==> config.mk <==
export PLATFORM = sky130hd
export DESIGN_NAME = prbs23_tx_src
export DESIGN_NICKNAME = d
export VERILOG_FILES = /design/src/rtl/prbs23_tx_src.sv
export SDC_FILE = /design/constraint.sdc
export NUM_CORES = 1
export LEC_CHECK = 0
export BUFFER_PORTS_ARGS = -buffer_cell sky130_fd_sc_hd__buf_4
export CORE_MARGIN = 2
export CORE_UTILIZATION = 35
export DETAILED_ROUTE_END_ITERATION = 8
export PLACE_DENSITY_LB_ADDON = 0.12
export SYNTH_ARGS = -nofsm -noshare
export SYNTH_HDL_FRONTEND = slang
export SYNTH_SLANG_ARGS = --single-unit
export TNS_END_PERCENT = 100
==> constraint.sdc <==
create_clock -name clk -period 3.35 [get_ports clk]
set_input_delay 0.67 -clock clk [delete_from_list [all_inputs] [get_ports clk]]
set_output_delay 0.67 -clock clk [all_outputs]
set_load 0.03 [all_outputs]
==> src/rtl/prbs23_tx_src.sv <==
// rtl/prbs23_tx_src.sv - PRBS23 framed byte source with gap and error injection
//
// Purpose: generates a continuous PRBS23 (x^23+x^18+1) byte stream, cut into
// frames of frame_len bytes separated by gap_len idle cycles, on an AXI-Stream
// byte master. A single inj_err pulse flips bit 0 of one later byte.
//
// Ports:
//   clk, rst              clock, synchronous active-high reset
//   en                    run enable; dropping it ends after the current frame
//   frame_len, gap_len    bytes per frame (0 acts as 1), idle cycles between frames
//   inj_err               request a single-bit error on a following byte
//   m_axis_tdata/tvalid/tready/tlast   byte stream master
//   busy                  machine is not idle
//   n_frames, n_inj       saturating counts of sent frames and injected errors

module prbs23_tx_src #(
    parameter logic [22:0] pSEED      = 23'h7FFFFF,
    parameter int          pMSB_FIRST = 0,
    parameter int          pCNT_W     = 24
) (
    input  logic              clk,
    input  logic              rst,
    input  logic              en,
    input  logic [15:0]       frame_len,
    input  logic [15:0]       gap_len,
    input  logic              inj_err,
    output logic [7:0]        m_axis_tdata,
    output logic              m_axis_tvalid,
    input  logic              m_axis_tready,
    output logic              m_axis_tlast,
    output logic              busy,
    output logic [pCNT_W-1:0] n_frames,
    output logic [pCNT_W-1:0] n_inj
);

    typedef enum logic [1:0] {S_IDLE, S_SEND, S_GAP} state_t;

    state_t      state, state_n;
    logic [22:0] lfsr, lfsr_n, step_src, step_state;
    logic [7:0]  step_byte, data_r, data_n;
    logic        valid_r, valid_n, last_r, last_n;
    logic        pend, pend_n, cur_inj, cur_inj_n;
    logic [15:0] cnt, cnt_n, gap_cnt, gap_n, flen;
    logic        hs, inj_done, frame_done, load;

    // Eight Fibonacci steps; returns {new state, byte}. The first generated bit
    // lands in tdata[0] (LSB-first) or tdata[7] (MSB-first).
    function automatic logic [30:0] prbs_step8(input logic [22:0] s);
        logic [22:0] t;
        logic [7:0]  d;
        logic        b;
        t = s;
        d = 8'h00;
        for (int i = 0; i < 8; i++) begin
            b = t[22] ^ t[17];
            t = {t[21:0], b};
            if (pMSB_FIRST != 0) d = {d[6:0], b};
            else                 d = {b, d[7:1]};
        end
        return {t, d};
    endfunction

    // Starting from IDLE always restarts the sequence from the seed.
    assign step_src = (state == S_IDLE) ? pSEED : lfsr;
    assign {step_state, step_byte} = prbs_step8(step_src);

    assign hs         = valid_r & m_axis_tready;
    assign inj_done   = hs & cur_inj;
    assign frame_done = hs & last_r;
    assign flen       = (frame_len == 16'd0) ? 16'd1 : frame_len;
    // A pulse arriving on the cycle the corrupted byte is accepted is dropped,
    // like any other pulse that lands while a request is already pending.
    assign pend_n     = inj_done ? 1'b0 : (pend | inj_err);

    always_comb begin
        state_n   = state;
        lfsr_n    = lfsr;
        data_n    = data_r;
        valid_n   = valid_r;
        last_n    = last_r;
        cnt_n     = cnt;
        gap_n     = gap_cnt;
        cur_inj_n = cur_inj;
        load      = 1'b0;
        case (state)
            S_IDLE: begin
                if (en) begin
                    load    = 1'b1;
                    cnt_n   = flen;
                    last_n  = (flen == 16'd1);
                    state_n = S_SEND;
                end
            end
            S_SEND: begin
                if (hs) begin
                    if (last_r) begin
                        if (!en) begin
                            state_n   = S_IDLE;
                            valid_n   = 1'b0;
                            last_n    = 1'b0;
                            cur_inj_n = 1'b0;
                        end else if (gap_len == 16'd0) begin
                            load   = 1'b1;
                            cnt_n  = flen;
                            last_n = (flen == 16'd1);
                        end else begin
                            state_n   = S_GAP;
                            gap_n     = gap_len;
                            valid_n   = 1'b0;
                            last_n    = 1'b0;
                            cur_inj_n = 1'b0;
                        end
                    end else begin
                        load   = 1'b1;
                        cnt_n  = cnt - 16'd1;
                        last_n = (cnt == 16'd2);
                    end
                end
            end
            S_GAP: begin
                // Leaving on the count of 1 gives exactly gap_len idle cycles.
                if (gap_cnt <= 16'd1) begin
                    if (en) begin
                        load    = 1'b1;
                        cnt_n   = flen;
                        last_n  = (flen == 16'd1);
                        state_n = S_SEND;
                    end else begin
                        state_n = S_IDLE;
                    end
                end else begin
                    gap_n = gap_cnt - 16'd1;
                end
            end
            default: state_n = S_IDLE;
        endcase
        // The error is baked into the registered byte so it holds through stalls.
        if (load) begin
            lfsr_n    = step_state;
            data_n    = step_byte ^ {7'b0, pend_n};
            cur_inj_n = pend_n;
            valid_n   = 1'b1;
        end
    end

    always_ff @(posedge clk) begin
        if (rst) begin
            state    <= S_IDLE;
            lfsr     <= pSEED;
            data_r   <= 8'h00;
            valid_r  <= 1'b0;
            last_r   <= 1'b0;
            cnt      <= 16'd0;
            gap_cnt  <= 16'd0;
            pend     <= 1'b0;
            cur_inj  <= 1'b0;
            n_frames <= '0;
            n_inj    <= '0;
        end else begin
            state    <= state_n;
            lfsr     <= lfsr_n;
            data_r   <= data_n;
            valid_r  <= valid_n;
            last_r   <= last_n;
            cnt      <= cnt_n;
            gap_cnt  <= gap_n;
            pend     <= pend_n;
            cur_inj  <= cur_inj_n;
            if (frame_done && n_frames != {pCNT_W{1'b1}}) n_frames <= n_frames + 1'b1;
            if (inj_done && n_inj != {pCNT_W{1'b1}})      n_inj    <= n_inj + 1'b1;
        end
    end

    assign m_axis_tdata  = data_r;
    assign m_axis_tvalid = valid_r;
    assign m_axis_tlast  = last_r;
    assign busy          = (state != S_IDLE);

endmodule

# Yosys cells after proc, flatten, opt, wreduce, memory -nomap -nowiden
# Index checks and enable logic that the tools add are counted.
[totals]
latchBits = 0
reg_bits = 117
mem_bits_rw = 0
mem_bits_ro = 0
output_inout_bits = 59
elab_cells = 107
memories = 0
[op_classes]
addsub = 4
multipliers = 0
shifts = 0
magnitude_cmp = 1
reduce_logical = 16
div_mod_pow = 0
n_bitwise = 13
n_eq_ne = 17
mux = 45
[op_table]
columns = ["op", "count"]
rows = [
  ["$mux W16", 12],
  ["$add A24 B1 Y24 const B", 2],
  ["$ne A24 B24 Y1 const B", 2],
  ["$pmux W16 S3", 1],
  ["$logic_not A16 Y1", 2],
  ["$pmux W16 S2", 1],
  ["$sub A16 B1 Y16 const B", 2],
  ["$mux W23", 1],
  ["$mux W1", 21],
  ["$eq A16 B1 Y1 const B", 1],
  ["$eq A16 B2 Y1 const B", 1],
  ["$le A16 B1 Y1 const B", 1],
  ["$ne A2 B2 Y1 const B", 7],
  ["$mux W2", 6],
  ["$ne A3 B3 Y1 const B", 4],
  ["$reduce_and A5 Y1", 2],
  ["$reduce_bool A2 Y1", 5],
  ["$xor A1 B1 Y1", 8],
  ["$xor A8 B1 Y8", 1],
  ["$pmux W1 S3", 2],
  ["$pmux W2 S3", 1],
  ["$reduce_and A6 Y1", 1],
  ["$reduce_and A4 Y1", 1],
  ["$and A1 B1 Y1", 3],
  ["7 further kinds", 8],
]

# Depth between registers and ports, before layout
# Gate-level depths: netlist of run 1.
[logic_depth]
ltp_word = 8
mapped_depth = 9

# Least setup slack after synthesis of run 1
# No wires, ideal clock.
[synth_path]
path_kind = "flip-flop to flip-flop"
from = "reg gap_cnt[9]"
to = "reg gap_cnt[11]"
setup_ns = 0.135
n_path_buf = 2
stages_incl_launch_ff = 9
arrival_time_ns = 2.177
setup_slack_ns = 1.038
period_less_slack_ns = 2.312
path_cell_list = "dfxtp_1 -> or4_4 -> or3_1 -> buf_6 -> o21a_4 -> a41o_1 -> clkbuf_1 -> nand2_1 -> a21oi_2"
[synth_via]
elab_chain_cells = 3
[synth_lines]
columns = ["element", "line_no", "rtl"]
rows = [
  ["start, declared", "43", "logic [15:0] cnt, cnt_n, gap_cnt, gap_n, flen;"],
  ["start signal, assigned", "166", "gap_cnt <= gap_n;"],
  ["$sub A16 B1 Y16 or $le A16 B1 Y1 (tied branches)", "132, 122", ""],
  ["$mux W16 or $ne A2 B2 Y1 (tied branches)", "--", ""],
  ["$pmux W16 S2 or $reduce_and A6 Y1 (tied branches)", "--", ""],
]
# Several ways; a longest one is shown, not always the timed one. The select of a mux whose other input is x is not followed.
# A chain may end at the register's enable or synchronous reset.

# Final worst setup path of run 1
[layout_path]
from = "reg gap_cnt[9]"
to = "reg cnt[0]"
[layout_via]
elab_chain_cells = 3
[layout_lines]
columns = ["element", "line_no", "rtl"]
rows = [
  ["$le A16 B1 Y1", "122", "if (gap_cnt <= 16'd1) begin"],
  ["$ne A2 B2 Y1 (no source line)", "--", ""],
  ["$reduce_and A5 Y1 (no source line)", "--", ""],
  ["end signal, assigned", "165", "cnt <= cnt_n;"],
  ["end, declared", "43", ""],
]
# No other way between the ends.

==> results by group, run 1 <==
Clock tree
  • CTS resizes: 0
  • Setup bufs post-CTS: 0
  • Htree depth: 4
  • CTS tree: built
  • Cts hold-fix bufs: 0
  • Clk sinks: 117
  • CTS max path bufs: 2
  • CTS Root Cell: clkbuf_16
  • Worst-path clk slew: 0.05 ns
  • Clock insertion delay at the later pin of the skew report: a little over 0.4 ns
  • Total CTS buffers: 17

Yosys
  • Distinct cells, synth: 56
  • Synth warn: 0
  • Post-Synthesis Cells: 740
  • Synth Cell Area: about 0.0059 sq mm
  • Mean Syn Cell Area: 7.928 sq um
  • Syn_nets: 783
  • Post-synth EDFFs: 0
  • Most used flip-flop cell after synthesis: dfxtp_1
  • #FFs+latches synth: around 120
  • Sequential-to-total area share from yosys stat: 39.92%
  • Async set or reset register ratio after synthesis: 0%

Timing
  • Unrepaired setup endpoints after global routing: no
  • Final Setup Violations: 0
  • Final slew viol count: 0
  • Worst-margin pin slew: approximately 0.82 ns
  • Fmax achieved: 375.2 MHz
  • Final worst-path cycle share: 79.56%
  • Setup TNS: 0 ns
  • Slew headroom: 45.15%
  • Final hold vios: 0
  • Min Tclk post-route: 2.665 ns
  • Post-Route Skew: 0.007545 ns

Cells and area
  • Commonest non-fill, non-tap cell in the layout: dfxtp_1
  • Post-route cell area: 0.007346 sq mm
  • Layout cells sized above 1: a little under a fifth
  • Diodes inserted: 0
  • Commonest non-fill, non-tap cells in the layout: 117 x dfxtp_1, 107 x buf_4, 101 x nor2_1
  • Fillcell total: ~1.7k
  • Nets: 868
  • Area Overhead vs Synth: 25.21%

Global routing
  • Total GRT Usage: 16.90%
  • Largest net degree at the start of global routing: 63
  • First-pass GRT wire length: 24680 um
  • Vias in the first global route: approximately 5.0k
  • Initial antenna violation count: 0
  • Overflow after GRT: 0

Pwr
  • Net Sw Frac: 25.61%
  • Worst VDD drop: 0.0003411 V
  • Internal: around 2.6 mW
  • Switching power: 0.9006 mW
  • Leakage: 2.913 nW
  • Clock Power Share: about 49%
  • Reg power frac: about two fifths
  • Cell Pwr Density: about 480 mW/mm^2
  • Logic pwr share: 9.7%

Die
  • Die W: between 100 and 150 um
  • Core area: approximately 0.016 sq mm
  • DIE HEIGHT: 133.5 um
  • Row count: 47
  • Starting density of the core: roughly 36%
  • IO Count: 96
  • Die Footprint: 0.01781 sq mm

Place
  • Post-detail-place hpwl: 10490 um
  • GPL Wtd Cong: ~0.80
  • Port bufs: 95
  • Cell Area, Placed: 0.006783 sq mm

Worst setup path
  • CP Class: register to register
  • WP data arrival: 2.99 ns
  • Worst R2R Path Depth: 7
  • Reg2reg setup slack: 0.68 ns
  • CP Data Required Time: 3.68 ns
  • Reg2reg start: gap_cnt[9]
  • Crit-path max FO: 19
  • CP startpoint kind: register
  • Worst r2r dst: cnt[0]
  • Crit path capture type: register

Routing
  • DR pass1 iterations: 5
  • DRC Markers: 0
  • Post-DR wirelength/cell: 14.18 um
  • ANT nets after route: 0
  • Via density: 5.152
  • Starting DRC count in detailed routing: 306
  • Final wirelength: 15010 um
  • Total number of vias: 5451

Worst hold path
  • Hold/Removal Path Class: register to register
  • Hold_sp: lfsr[7]
  • Worst Hold Depth: 1
  • Hold Crit Endpoint: lfsr[7]

Outcome
  • Outcome: completed

Job
  • Max cap viols: 0
[per-stage QoR]
stage,power (mW),std cells,hold slack (ns),worst slack [ns],util [%]
floorplan,1.717,740,0.4372,1.038,-
global placement,1.828,1026,0.4581,0.7338,41.19
detailed placement,1.831,1026,0.4563,0.6994,41.19
CTS,3.563,1058,0.4711,0.6929,44.61
global route,3.681,1058,0.4889,0.5686,44.61
finish,3.517,1058,0.4637,0.6846,44.61
[layer usage]
| layer | vias to the layer above | track usage (%) | part of all wire [%] |
|---|---|---|---|
| li1 | 2804 | - | - |
| met1 | 2500 | 23.86 | 50 |
| met2 | 131 | 25.23 | 44 |
| met3 | 16 | 3.653 | 5.1 |
| met4 | 0 | 6.442 | 1.4 |
| met5 | - | 0 | 0 |
[worst max-delay path by stage]
stage | start | end | cells after the start
4_1_cts | gap_cnt[9] | cnt[0] | 7
3_5_place_dp | gap_cnt[9] | cnt[0] | 7
6_report | gap_cnt[9] | cnt[0] | 7
2_1_floorplan | gap_cnt[9] | gap_cnt[11] | 8
5_1_grt | gap_cnt[9] | cnt[0] | 7
3_3_place_gp | gap_cnt[9] | cnt[0] | 7
[worst max-delay path: stages (launching register included)]
cell and delay, ns:
dfxtp_1 0.36, or4_4 0.56, or3_1 0.49, o21ai_2 0.27, a21oi_4 0.18, buf_4 0.22
or3_1 0.34, a31oi_1 0.17
[Yosys cell counts, types with 4 or more instances]
master    count  area [sq um]
a21oi_1      55         275.3
o21ai_0      48         240.2
nand2_1      80         300.3
o21ai_1       4         20.02
buf_2         5         25.02
nand4_1      14         87.58
nor3b_1       6         45.04
inv_1        11         41.29
nand2b_1      6         37.54
xor2_1       18         157.7
nor3_1       33         165.2
dfxtp_1     117          2342
nand3b_1      7         52.55
or3_1         9         56.30
ha_1          6         75.07
o41ai_1       4         35.03
and4_1        6         52.55
o31ai_1      12         90.09
a22o_1        5         43.79
or4_1         4         30.03
nor2_1      101         379.1
xnor2_1      31         271.5
nand3_1      25         125.1
a21oi_2       4         35.03
clkbuf_1     30         112.6
nor4_1       21         131.4
o21bai_1     15         112.6
and3_1       14         87.58
[state kept, by name, summed over array words and instances, names as in the netlist]
register       count
n_frames          24
n_inj             24
lfsr              23
cnt               16
gap_cnt           16
m_axis_tdata       8
state              2
cur_inj            1
m_axis_tlast       1
m_axis_tvalid      1
pend               1
[power groups by stage]
| stage | logic, mW | clock network (mW) | registers (mW) |
|---|---|---|---|
| 6_report | 0.341 | 1.71 | 1.46 |
| 5_1_grt | 0.383 | 1.83 | 1.47 |
| 4_1_cts | 0.342 | 1.76 | 1.46 |
| 3_5_place_dp | 0.341 | 0 | 1.49 |
| 3_3_place_gp | 0.339 | 0 | 1.49 |
| 2_1_floorplan | 0.230 | 0 | 1.49 |
[final cells by class]
type / count / area [sq um] / area share (%)
Clock buffer: 20 / 456.7 / 6.217
Inverter: 11 / 41.29 / 0.5621
Multi-Input combinational cell: 570 / 3301 / 44.93
Sequential cell: 117 / 2342 / 31.89
Clock inverter: 12 / 106.4 / 1.448
Tap cell: 220 / 275.3 / 3.747
Timing Repair Buffer: 108 / 823.3 / 11.21
[kinds of logic after synthesis]
family                   share of synthesized area [%]
flip-flops                                       39.92
adder cells (fa/ha/maj)                          1.280
AO/OA/AOI/OAI                                    18.41
AND/OR/NAND/NOR                                  28.73
XOR/XNOR                                         7.315
multiplexers                                    0.3412
buffers and inverters                            4.009
(Power assumes the default switching activity.)
==> inputs of run 2 (changes only) <==
Clock period 3.35 ns to 2.27 ns, I/O delays scaled along.
==> run 2 against run 1 <==
Die area did not move. Core utilization rose by 2.4 points. Sequential share of layout area fell by 1.6 points. Maximum frequency rose by 21%. Cell count rose by 2.8%. Clock-buffer cell count did not move. Via count rose by 3.6%. Non-clock buffer count rose by 30. Largest cell class unchanged. Critical path depth did not move. Clock power rose by 73%.
==> results by group, run 2 (synthesis gave the netlist of run 1 again) <==
Worst setup path
  • CP Class: register to register
  • Crit-path max FO: 7
  • Launch point of the worst path: gap_cnt[9]
  • WP data arrival: roughly 2.6 ns
  • Slowest stage delay, CP: 0.53 ns
  • CP startpoint kind: register
  • Reg2reg setup slack: 0.07 ns
  • WP buf/inv: 1
  • Path length in cells of the critical path: 7
  • Largest delay contributor family on the critical path: simple AND/OR/NAND/NOR gates
  • Crit path capture type: register
  • Worst r2r dst: cnt[0]
  • Worst-path cell chain: or4_4 -> or3_4 -> o21ai_4 -> buf_4 -> a21oi_4 -> or3_1 -> a31oi_1
  • Reg2reg start: gap_cnt[9]
  • Slowest-stage cell, CP: or4_4
  • Worst R2R Path Depth: 7
  • CP Data Required Time: approximately 2.6 ns

Worst hold path
  • Hold Crit Endpoint: gap_cnt[4]
  • Hold_sp: gap_len[4]
  • Worst Hold Depth: 5
  • Hold/Removal Path Class: input port to register

Global routing
  • Vias in the first global route: 5158
  • Overflow after GRT: 0
  • Total GRT Usage: between 10% and 20%
  • Initial antenna violation count: 0
  • Largest net degree at the start of global routing: 63
  • First-pass GRT wire length: 26060 um

Cells and area
  • Flip-flop and latch area: 0.002344 sq mm
  • Commonest non-fill, non-tap cell in the layout: buf_4
  • Largest regs: n_frames x24, n_inj x24, lfsr x23
  • Layout cells sized above 1: 22.12%
  • Post-route cell area: 0.007737 sq mm
  • Commonest non-fill, non-tap cells in the layout: 131 x buf_4, 116 x dfxtp_1, 101 x nor2_1
  • Diodes inserted: 0
  • Fillcell total: 1637
  • Area Overhead vs Synth: 31.88%
  • Nets: 898
  • Multi-input gate area: 0.003339 sq mm

Timing
  • Worst-margin pin slew: 0.6950 ns
  • Final worst-path cycle share: about 97%
  • Fmax achieved: 453.7 MHz
  • Final hold vios: 0
  • Final Setup Violations: 0
  • Min Tclk post-route: 2.204 ns
  • Post-Route Skew: 0.01082 ns
  • Setup TNS: 0 ns
  • Slew headroom: 53.67%
  • Final hold slack: 0.4123 ns
  • Unrepaired setup endpoints after global routing: yes
  • Final slew viol count: 0

Routing
  • Total number of vias: 5648
  • DR pass1 iterations: 5
  • Via density: 5.191
  • ANT nets after route: 0
  • Post-DR wirelength/cell: 14.41 um
  • Final wirelength: 15680 um
  • DRC Markers: 0
  • Starting DRC count in detailed routing: 302

Pwr
  • Leakage: 3.117 nW
  • Cell Pwr Density: 731.4 mW/mm^2
  • Total power: 5.659 mW
  • Worst VDD drop: between 0.0005 and 0.0006 V

Die
  • Starting density of the core: 35.63%
  • IO Count: 96
  • Die Footprint: 0.01781 sq mm
  • Die W: between 100 and 150 um
  • Row count: 47
  • Core area: 0.01647 sq mm
  • DIE HEIGHT: 133.5 um

Clock tree
  • Clk sinks: 117
  • Total CTS buffers: 17
  • CTS Root Cell: clkbuf_16
  • Clock insertion delay at the later pin of the skew report: 0.42 ns
  • Htree depth: 4
  • Worst-path clk slew: 0.06 ns
  • Setup bufs post-CTS: 0
  • CTS tree: built
  • CTS max path bufs: 2

Place
  • Post-detail-place hpwl: around 11000 um
  • Cell Area, Placed: roughly 0.007 sq mm
  • Port bufs: 95
  • GPL Wtd Cong: 0.8059

Outcome
  • Outcome: completed

Job
  • Max cap viols: 0
-- run 2: metrics by stage --
step | cells | setup WS [ns] | util (%)
floorplan | 740 | 0.02381 | -
global placement | 1056 | 0.04996 | 42.76
detailed placement | 1056 | -0.03011 | 42.76
CTS | 1088 | 0.04349 | 46.73
global route | 1088 | -0.003882 | 46.99
finish | 1088 | 0.06580 | 46.99
-- run 2: cell type report --
type                    count  share of cell area, %
multi-input cells         570                  43.16
flip-flops and latches    117                  30.29
repair buffers            138                  14.07
clock buffers              20                  5.773
well taps                 220                  3.558
clock inverters            12                  2.620
inverters                  11                 0.5336
-- run 2: worst max-delay path by stage --
stage / to / slack, ns
2_1_floorplan: gap_cnt[11] / 0.02
3_3_place_gp: n_inj[23] / 0.05
3_5_place_dp: lfsr[0] / -0.03
4_1_cts: lfsr[14] / 0.04
5_1_grt: lfsr[5] / -0.004
6_report: cnt[0] / 0.07
-- run 2: worst min-delay path, stage by stage --
cell	delay (ns)
buf_4	0.08
nand2_1	0.04
o21ai_0	0.06
nand2_1	0.05
a21oi_1	0.10
-- run 2: what timing repair did --
item	in CTS	in global routing
resized for setup	1	17
hold buffers	0	0
setup endpoints to repair	10	22
-- run 2: power by group --
part	leakage (nW)	total (mW)	internal [mW]	switching (mW)
Sequential	0.950	2.15	2.11	0.0440
Clock	0.302	2.95	1.98	0.975
Combinational	1.86	0.556	0.227	0.329
-- run 2: layer usage --
| metal | track usage (%) | share of wire (%) |
|---|---|---|
| met1 | 24.94 | 49 |
| met2 | 27.23 | 45 |
| met3 | 4.490 | 4.3 |
| met4 | 5.378 | 0.92 |
| met5 | 0 | 0 |
